$ cat src/rtl/csr_unit.sv
// Control/status register file: exception/ertn sink, CSR read/write port, constant timer,
// and redirect targets plus pending-interrupt flag for the front end.
module csr_unit #(
  parameter logic [31:0] TID_RST = 32'h0
) (
  input  logic        clk,
  input  logic        resetn,
  input  logic        csr_re,
  input  logic [13:0] csr_num,
  output logic [31:0] csr_rvalue,
  input  logic        csr_we,
  input  logic [31:0] csr_wmask,
  input  logic [31:0] csr_wvalue,
  input  logic        wb_ex,
  input  logic [5:0]  wb_ecode,
  input  logic [8:0]  wb_esubcode,
  input  logic [31:0] wb_pc,
  input  logic [31:0] wb_vaddr,
  input  logic        ertn_flush,
  input  logic [7:0]  hw_int_in,
  input  logic        ipi_int_in,
  output logic [31:0] ex_entry,
  output logic [31:0] ertn_entry,
  output logic        has_int
);

  localparam logic [13:0] CsrCrmd   = 14'h0;
  localparam logic [13:0] CsrPrmd   = 14'h1;
  localparam logic [13:0] CsrEcfg   = 14'h4;
  localparam logic [13:0] CsrEstat  = 14'h5;
  localparam logic [13:0] CsrEra    = 14'h6;
  localparam logic [13:0] CsrBadv   = 14'h7;
  localparam logic [13:0] CsrEentry = 14'hC;
  localparam logic [13:0] CsrSave0  = 14'h30;
  localparam logic [13:0] CsrTid    = 14'h40;
  localparam logic [13:0] CsrTcfg   = 14'h41;
  localparam logic [13:0] CsrTval   = 14'h42;
  localparam logic [13:0] CsrTiclr  = 14'h44;

  localparam logic [12:0] EcfgMask  = 13'h1BFF;

  function automatic logic [31:0] merge(input logic [31:0] old, input logic [31:0] val,
                                        input logic [31:0] mask);
    return (old & ~mask) | (val & mask);
  endfunction

  // crmd/prmd hold {IE, PLV[1:0]} in the same layout
  logic [2:0]  crmd_q, crmd_d;
  logic [2:0]  prmd_q, prmd_d;
  logic [12:0] ecfg_q, ecfg_d;
  logic [1:0]  is_sw_q, is_sw_d;
  logic [7:0]  is_hw_q;
  logic        is_timer_q, is_timer_d;
  logic        is_ipi_q;
  logic [5:0]  ecode_q, ecode_d;
  logic [8:0]  esubcode_q, esubcode_d;
  logic [31:0] era_q, era_d;
  logic [31:0] badv_q, badv_d;
  logic [25:0] eentry_q, eentry_d;
  logic [31:0] save_q [4];
  logic [31:0] save_d [4];
  logic [31:0] tid_q, tid_d;
  logic [31:0] tcfg_q, tcfg_d;
  logic [31:0] tval_q, tval_d;

  logic        wr_en;
  logic [12:0] is_all;
  logic [31:0] estat_rd;
  logic [31:0] tcfg_new;
  logic        tcfg_wr;
  logic        timer_set;
  logic        ticlr_clr;

  assign wr_en    = csr_we & ~wb_ex & ~ertn_flush;
  assign is_all   = {is_ipi_q, is_timer_q, 1'b0, is_hw_q, is_sw_q};
  assign estat_rd = {1'b0, esubcode_q, ecode_q, 3'b000, is_all};
  assign tcfg_new = merge(tcfg_q, csr_wvalue, csr_wmask);
  assign tcfg_wr  = wr_en && (csr_num == CsrTcfg);
  // A TCFG write reloads TVAL, so it never counts as a 1->0 expiry
  assign timer_set = ~tcfg_wr & tcfg_q[0] & (tval_q == 32'd1);
  assign ticlr_clr = wr_en && (csr_num == CsrTiclr) && csr_wvalue[0] && csr_wmask[0];

  always_comb begin
    logic [31:0] m;
    crmd_d     = crmd_q;
    prmd_d     = prmd_q;
    ecfg_d     = ecfg_q;
    is_sw_d    = is_sw_q;
    ecode_d    = ecode_q;
    esubcode_d = esubcode_q;
    era_d      = era_q;
    badv_d     = badv_q;
    eentry_d   = eentry_q;
    tid_d      = tid_q;
    tcfg_d     = tcfg_q;
    for (int i = 0; i < 4; i++) save_d[i] = save_q[i];
    m = 32'h0;

    if (wb_ex) begin
      prmd_d     = crmd_q;
      crmd_d     = 3'b000;
      ecode_d    = wb_ecode;
      esubcode_d = wb_esubcode;
      era_d      = wb_pc;
      if (wb_ecode == 6'h08 && wb_esubcode == 9'h0) begin
        badv_d = wb_pc;
      end else if (wb_ecode == 6'h09) begin
        badv_d = wb_vaddr;
      end
    end else if (ertn_flush) begin
      crmd_d = prmd_q;
    end else if (wr_en) begin
      case (csr_num)
        CsrCrmd:   begin m = merge({29'h0, crmd_q}, csr_wvalue, csr_wmask); crmd_d = m[2:0]; end
        CsrPrmd:   begin m = merge({29'h0, prmd_q}, csr_wvalue, csr_wmask); prmd_d = m[2:0]; end
        CsrEcfg:   begin
          m = merge({19'h0, ecfg_q}, csr_wvalue, csr_wmask);
          ecfg_d = m[12:0] & EcfgMask;
        end
        CsrEstat:  begin m = merge({30'h0, is_sw_q}, csr_wvalue, csr_wmask); is_sw_d = m[1:0]; end
        CsrEra:    era_d = merge(era_q, csr_wvalue, csr_wmask);
        CsrBadv:   badv_d = merge(badv_q, csr_wvalue, csr_wmask);
        CsrEentry: begin
          m = merge({eentry_q, 6'h0}, csr_wvalue, csr_wmask);
          eentry_d = m[31:6];
        end
        CsrTid:    tid_d = merge(tid_q, csr_wvalue, csr_wmask);
        CsrTcfg:   tcfg_d = tcfg_new;
        default: begin
          for (int i = 0; i < 4; i++) begin
            if (csr_num == CsrSave0 + 14'(i)) save_d[i] = merge(save_q[i], csr_wvalue, csr_wmask);
          end
        end
      endcase
    end
  end

  always_comb begin
    tval_d = tval_q;
    if (tcfg_wr) begin
      tval_d = {tcfg_new[31:2], 2'b00};
    end else if (tcfg_q[0]) begin
      if (tval_q != 32'h0) begin
        tval_d = tval_q - 32'd1;
      end else if (tcfg_q[1]) begin
        tval_d = {tcfg_q[31:2], 2'b00};
      end
    end
  end

  always_comb begin
    is_timer_d = is_timer_q;
    if (timer_set) begin
      is_timer_d = 1'b1;
    end else if (ticlr_clr) begin
      is_timer_d = 1'b0;
    end
  end

  always_ff @(posedge clk) begin
    if (!resetn) begin
      crmd_q     <= 3'b000;
      prmd_q     <= 3'b000;
      ecfg_q     <= 13'h0;
      is_sw_q    <= 2'b00;
      is_hw_q    <= 8'h0;
      is_timer_q <= 1'b0;
      is_ipi_q   <= 1'b0;
      ecode_q    <= 6'h0;
      esubcode_q <= 9'h0;
      era_q      <= 32'h0;
      badv_q     <= 32'h0;
      eentry_q   <= 26'h0;
      for (int i = 0; i < 4; i++) save_q[i] <= 32'h0;
      tid_q      <= TID_RST;
      tcfg_q     <= 32'h0;
      tval_q     <= 32'h0;
    end else begin
      crmd_q     <= crmd_d;
      prmd_q     <= prmd_d;
      ecfg_q     <= ecfg_d;
      is_sw_q    <= is_sw_d;
      is_hw_q    <= hw_int_in;
      is_timer_q <= is_timer_d;
      is_ipi_q   <= ipi_int_in;
      ecode_q    <= ecode_d;
      esubcode_q <= esubcode_d;
      era_q      <= era_d;
      badv_q     <= badv_d;
      eentry_q   <= eentry_d;
      for (int i = 0; i < 4; i++) save_q[i] <= save_d[i];
      tid_q      <= tid_d;
      tcfg_q     <= tcfg_d;
      tval_q     <= tval_d;
    end
  end

  always_comb begin
    csr_rvalue = 32'h0;
    if (csr_re) begin
      case (csr_num)
        CsrCrmd:   csr_rvalue = {28'h0, 1'b1, crmd_q};
        CsrPrmd:   csr_rvalue = {29'h0, prmd_q};
        CsrEcfg:   csr_rvalue = {19'h0, ecfg_q};
        CsrEstat:  csr_rvalue = estat_rd;
        CsrEra:    csr_rvalue = era_q;
        CsrBadv:   csr_rvalue = badv_q;
        CsrEentry: csr_rvalue = {eentry_q, 6'h0};
        CsrTid:    csr_rvalue = tid_q;
        CsrTcfg:   csr_rvalue = tcfg_q;
        CsrTval:   csr_rvalue = tval_q;
        default: begin
          for (int i = 0; i < 4; i++) begin
            if (csr_num == CsrSave0 + 14'(i)) csr_rvalue = save_q[i];
          end
        end
      endcase
    end
  end

  assign ex_entry   = {eentry_q, 6'h0};
  assign ertn_entry = era_q;
  assign has_int    = crmd_q[2] & |(is_all & ecfg_q);

endmodule

$ cat config.mk
export PLATFORM = sky130hd
export DESIGN_NAME = csr_unit
export DESIGN_NICKNAME = d
export VERILOG_FILES = /design/src/rtl/csr_unit.sv
export SDC_FILE = /design/constraint.sdc
export NUM_CORES = 1
export LEC_CHECK = 0
export ABC_AREA = 1
export BUFFER_PORTS_ARGS = -buffer_cell sky130_fd_sc_hd__buf_2
export CAP_MARGIN = 20
export CORE_AREA = 5 5 233 235
export CTS_CLUSTER_SIZE = 14
export DETAILED_ROUTE_END_ITERATION = 7
export DIE_AREA = 0 0 238 240
export GPL_TIMING_DRIVEN = 0
export PLACE_DENSITY = 0.73
export SLEW_MARGIN = 20
export SYNTH_ARGS = -nofsm -noshare
export SYNTH_HDL_FRONTEND = slang
export SYNTH_SLANG_ARGS = --single-unit
$ cat constraint.sdc
create_clock -name clk -period 2.45 [get_ports clk]
set_input_delay 0.1225 -clock clk [delete_from_list [all_inputs] [get_ports clk]]
set_output_delay 0.1225 -clock clk [all_outputs]
set_load 0.005 [all_outputs]
==> metrics.csv, run 1 <==
metric,value,unit
status,"finished, violations left",
violations,negative setup slack,
netlist.area_leader.share,0.3117,
ff2ff_path_depth,11,
clk_pin_slew_worst_paths,0.07,ns
ff2ff_setup_slack,0.11,ns
path_class,input port to output pin,
clk_path_buf_depth,3,
yosys-top-cells-count,"1032 x nand2_1, 552 x nor2_1, 545 x inv_1, 445 x nand3_1, 359 x dfxtp_1",
switching_power,0.004120,W
synthXorXnorAreaFrac,0.007218,
r2r-start,tval_q[1],
core-area,52020,µm²
cp-startpoint,csr_num[13],
yosys.area.top_type,dfxtp_1,
cts_tree,yes,
tightest_slew,1.195,ns
slew_headroom,0.1973,
gp_congestion,1.075,
die_h,240,µm
async_flop_share,0,
wl,109800,µm
max-cap-violations,0,
hold_ws,0.009140,ns
p_int,0.01102,W
postSynthCellCount,3915,
ys_seq_area_frac,0.3117,
min_period_over_period,1.020,
synth_top_flop_cell,dfxtp_1,
power,0.01514,W
ios,269,
synth_area,23060,µm²
cts_buffers,44,
clk_latency,0.60,ns
path_cells,buf_2 -> nor2_2 -> nand2_1 -> nor2_4 -> buf_6 -> nand2_2 -> buf_4 -> inv_4 -> buf_6 -> nand2_1 -> nand3_1 -> nor2_1 -> nand2_1 -> nand2_1 -> nor2_1 -> buf_2,
portBuffers,251,
num_rows,84,
final-setup-viol-count,6,
p_clk_frac,0.492,
area_growth_syn_to_layout,24.38,%
netlist_top_cells_area,"dfxtp_1 31%, nand2_1 17%, nand3_1 9.7%",
reg2reg_to,tval_q[8],
synth_top_family_by_area,simple AND/OR/NAND/NOR gates,
die_x,238,µm
drt_iter0_drc,3727,
via_count,28660,
cp_num_cells,16,
initial_utilization,0.4432,
synthSimpleGateAreaFrac,0.4277,
yosysMostFrequentCell,nand2_1,
layout-drive-gt1-share,0.1260,
finalWorstSetupSlack,-0.04829,ns
cpPeakStageDelay,0.24,ns
hold_path.startpoint,wb_vaddr[29],
crit_path_start_kind,input port,
finalCriticalPeriod,2.498,ns
yosys.area_share.adder,0.001085,
die_area,57120,µm²
swShare,0.2721,
synth.area.mux_share,0,
worstHoldPathCells,7,
max_freq,400.3,MHz
crit_family,simple AND/OR/NAND/NOR gates,
crit_path_frequent_cell,nand2_1,
wl_per_cell,21.55,µm
h-tree-depth,2,
drc_errors,0,
fin_skew,0.02569,ns
slew_violations,0,
critPathCapture,csr_rvalue[21],
first_pass_iters,6,
crit_slowest_cell,buf_4,
utilization,0.5512,
root_buffer,clkbuf_16,
p_per_area,528.1,nW/µm²
worstSetupEndpointType,output pin,
grt_pass1_vias,26580,
antenna_found_initial,0,
hpwl,84730,µm
grt_remaining_overflow,0,
fin_nets,4543,
pwr-share-seq,0.396,
grt_max_degree,13,
via_per_inst,5.628,
grt_pass1_wl,160600,µm
crit_required,2.33,ns
ir_drop,0.0004186,V
path_buf_inv,6,
p_leak,13.70,nW
crit_fanout,10,
synth_compound_area_frac,0.1093,
gr-usage-all-layers,0.3659,
hold_viol,0,
synth_edf_count,0,
min_path_type,input port to flip-flop,
clock_sinks,359,
syn_area_per_cell,5.889,µm²
synth_cell_types,39,
p_comb_frac,0.112,
ys_ff_latch,359,
postRouteAntennaNets,0,
ys_warn_count,0,
cp.arrival,2.38,ns
-- layout make-up --
cell class / instances / area (µm²)
clock buffer: 61 / 1306
inverter: 563 / 2130
timing repair buffer: 404 / 2750
tap: 688 / 860.8
clock inverter: 20 / 307.8
sequential: 359 / 7187
multi-input combinational: 2737 / 12860
fill: 5234 / 23350
buffer: 260 / 1276
antenna: 1 / 2.502
-- power by group through the flow --
stage | combinational [W] | clock, W | sequential [W]
3_5_place_dp | 0.00142 | 0 | 0.00612
6_report | 0.00170 | 0.00745 | 0.00600
2_1_floorplan | 0.000768 | 0 | 0.00610
5_1_grt | 0.00180 | 0.00765 | 0.00600
3_3_place_gp | 0.00142 | 0 | 0.00612
4_1_cts | 0.00160 | 0.00742 | 0.00599
-- how the worst min path moves through the flow --
stage | end | slack [ns]
2_1_floorplan | is_hw_q[0] | 0.22
3_3_place_gp | is_hw_q[4] | 0.31
3_5_place_dp | is_hw_q[7] | 0.31
4_1_cts | flip-flop | 0.001
5_1_grt | flip-flop | 0.04
6_report | flip-flop | 0.009
-- cell families (layout without fill, tap and decap cells) --
kind of cell,Yosys count,in the layout
other,1,7
adders and majority gates,2,2
xor gates and xnor gates,19,19
AOI/OAI and AO/OA,418,418
buffers and inverters,824,1308
and+or+nand+nor,2292,2292
DFF,359,359
-- repair_timing --
| item | 4_1_cts | 5_1_grt |
|---|---|---|
| hold endpoints to repair | 149 | 0 |
| cloned | 0 | 0 |
| endpoints found under the setup margin | 64 | 62 |
| pin swaps | 4 | 6 |
| hold buffers | 138 | 0 |
| resized for setup | 64 | 87 |
| buffers inserted | 4 | 11 |
-- placed cells by master, fill, tap and decap left out, types with 4 or more instances in the layout --
master and instances:
nand2_1 1028, inv_1 543, nor2_1 521, nand3_1 437, dfxtp_1 359, buf_2 308
nand4_1 219, dlygate4sd3_1 138, a21oi_1 125, clkbuf_1 107, o21ai_0 103, buf_4 50
clkbuf_16 45, o21a_1 39, o211ai_1 38, o21bai_1 32, o31ai_1 32, nor2_2 27
buf_1 26, clkbuf_2 24, nor3_1 18, o22ai_1 18, xor2_1 17, nor2_4 13
clkbuf_4 12, clkinv_1 12, clkbuf_8 12, clkinv_2 10, nand3_2 9, a31oi_1 9
bufinv_16 8, nand2_2 7, o21ai_1 7, conb_1 6, nor3_4 5, o22ai_2 5
inv_2 4, a22o_1 4
-- worst reg2reg max path, cell delays in order (launching register included) --
cell     delay, ns
dfxtp_1       0.34
inv_1         0.11
ha_1          0.19
nand2_1       0.15
nor2_4        0.17
nand2_2       0.14
nor2_4        0.24
nand3_4       0.21
nand2_4       0.20
buf_4         0.23
a21oi_1       0.10
o21a_1        0.15
-- metal layers --
metal  global-route usage  routed length [µm]  up-vias
met5                    0                   0        -
met4               0.2037                7512        0
met3              0.09635               13650      370
met2               0.5676               46880     1882
met1               0.4645               41740    13000
li1                     -                   -    13410
-- per-stage QoR --
step | std cells | worst slack, ns | instance area, µm² | TNS (ns)
2_1_floorplan | 3920 | 0.4910 | 23070 | 0
3_3_place_gp | 4859 | -0.6170 | 25190 | -67.42
3_5_place_dp | 4859 | -0.6034 | 25190 | -63.89
4_1_cts | 5082 | 0.0006666 | 28380 | 0
5_1_grt | 5092 | -0.07158 | 28670 | -0.6091
6_report | 5093 | -0.04829 | 28680 | -0.1869
Power figures use the tool's default switching activity.
==> inputs of run 2 (changes only) <==
- TNS_END_PERCENT: not set -> 50
==> metrics.csv, run 2 (same netlist as run 1, synthesis figures left out) <==
metric,value,unit
area_growth_syn_to_layout,24.44,%
p_clk_frac,0.492,
hpwl,84730,µm
drt_iter0_drc,3582,
die_x,238,µm
drc_errors,0,
root_buffer,clkbuf_16,
crit_slowest_cell,clkbuf_1,
switching_power,0.004123,W
min_path_type,input port to flip-flop,
min_period_over_period,1.065,
insertedDiodeCount,0,
die_h,240,µm
path_cells,clkbuf_1 -> nor3_4 -> buf_4 -> nand3_1 -> clkinv_1 -> buf_2 -> nand2_1 -> nand3_1 -> o21a_1,
final_area,28690,µm²
grt_pass1_vias,26560,
cpPeakStageDelay,0.74,ns
ios,269,
layout_common_cells,"1027 x nand2_1, 542 x inv_1, 524 x nor2_1",
gr-usage-all-layers,0.3657,
final_common_cell,nand2_1,
r2r-start,tval_q[0],
crit_path_frequent_cell,nand3_1,
swShare,0.2722,
pwr-share-seq,0.396,
fin_nets,4545,
status,"finished, violations left",
fill_cells,5237,
ir_drop,0.0004228,V
place_area,25190,µm²
place_inst,4859,
max-cap-violations,0,
fin_cells,5094,
hold_path.startpoint,wb_vaddr[29],
initial_utilization,0.4432,
clk_pin_slew_worst_paths,0.07,ns
gp_congestion,1.075,
p_leak,13.70,nW
fin_skew,0.01808,ns
finalWorstSetupSlack,-0.1595,ns
clk_path_buf_depth,3,
via_per_inst,5.652,
worstSetupEndpointType,flip-flop,
layout-drive-gt1-share,0.1257,
cts_buffers,44,
crit_family,buffers and inverters,
wl_per_cell,21.56,µm
p_int,0.01102,W
p_per_area,527.9,nW/µm²
tightest_slew,1.093,ns
path_class,input port to flip-flop,
wl,109800,µm
slew_headroom,0.2715,
ff2ff_setup_slack,0.01,ns
via_count,28790,
h-tree-depth,2,
final-setup-viol-count,15,
grt_max_degree,13,
p_comb_frac,0.112,
crit_required,2.94,ns
clk_latency,0.60,ns
hold_viol,0,
place_ws,-0.6034,ns
slew_violations,0,
hold_ws,0.008180,ns
cts_tree,yes,
crit_path_start_kind,input port,
grt_remaining_overflow,0,
max_freq,383.2,MHz
setup-tns-final,-0.9294,ns
worstHoldPathCells,7,
antenna_found_initial,0,
ff2ff_path_depth,11,
cp.arrival,3.10,ns
finalCriticalPeriod,2.610,ns
num_rows,84,
clock_sinks,359,
postRouteAntennaNets,0,
grt_pass1_wl,160500,µm
grt_setup_unrepaired,true,
reg2reg_to,tval_q[8],
first_pass_iters,6,
path_buf_inv,4,
core-area,52020,µm²
crit_fanout,10,
portBuffers,251,
die_area,57120,µm²
violations,negative setup slack,
run 2: cell count changes in the layout (fill, tap and decap cells not counted), moves of 2 or more:
cell	change
nor2_2	-3
nor2_1	+3
clkbuf_4	-2
buf_4	+3
buf_2	+2
clkbuf_2	-4
run 2: routing by layer:
metal | vias up | share of wire | GRT usage
li1 | 13420 | - | -
met4 | 0 | 0.068 | 0.2035
met2 | 1897 | 0.43 | 0.5676
met5 | - | 0 | 0
met1 | 13080 | 0.38 | 0.4655
met3 | 395 | 0.12 | 0.09417
run 2: timing repair:
item | CTS | global route
setup endpoints to repair | 64 | 76
setup buffers | 3 | 14
hold endpoints to repair | 149 | 0
gates resized for setup | 67 | 81
hold buffers | 138 | 0
pin swaps | 4 | 9
run 2: power groups by stage:
stage,Combinational (W),Sequential (W),Clock [W]
CTS,0.00160,0.00599,0.00742
floorplan,0.000768,0.00610,0
global placement,0.00142,0.00612,0
finish,0.00170,0.00600,0.00745
detailed placement,0.00142,0.00612,0
global route,0.00180,0.00600,0.00765
run 2: final cells by class:
class | count | area, µm² | area share
Multi-Input combinational cell | 2737 | 12860 | 0.4483
Sequential cell | 359 | 7187 | 0.2505
Timing Repair Buffer | 406 | 2765 | 0.09638
Inverter | 563 | 2126 | 0.07409
Clock buffer | 61 | 1306 | 0.04553
Buffer | 260 | 1277 | 0.04452
Tap cell | 688 | 860.8 | 0.03000
Clock inverter | 20 | 307.8 | 0.01073
run 2: stage by stage:
| step | power [W] | util |
|---|---|---|
| final | 0.01515 | 0.5515 |
| after global routing | 0.01544 | 0.5515 |
| after CTS | 0.01501 | 0.5455 |
| after detailed placement | 0.007541 | 0.4842 |
| after global placement | 0.007535 | 0.4842 |
| after floorplan | 0.006864 | - |
run 2: tightest hold or removal path, cell delays in order:
cell	delay, ns
buf_2	0.07
inv_1	0.03
nand2_1	0.05
o211ai_1	0.10
nand2_1	0.09
nor2_1	0.04
nor2_1	0.06
run 2: worst max path at each step:
stage | endpoint | depth (start not counted) | startpoint | slack (ns)
detailed placement | tval_q[23] | 9 | wb_ex | -0.60
CTS | csr_rvalue[18] | 14 | csr_num[11] | 0.0007
global route | tval_q[23] | 9 | wb_ex | -0.11
finish | tval_q[23] | 9 | wb_ex | -0.16
floorplan | tval_q[24] | 11 | tval_q[0] | 0.49
global placement | tval_q[24] | 9 | wb_ex | -0.62
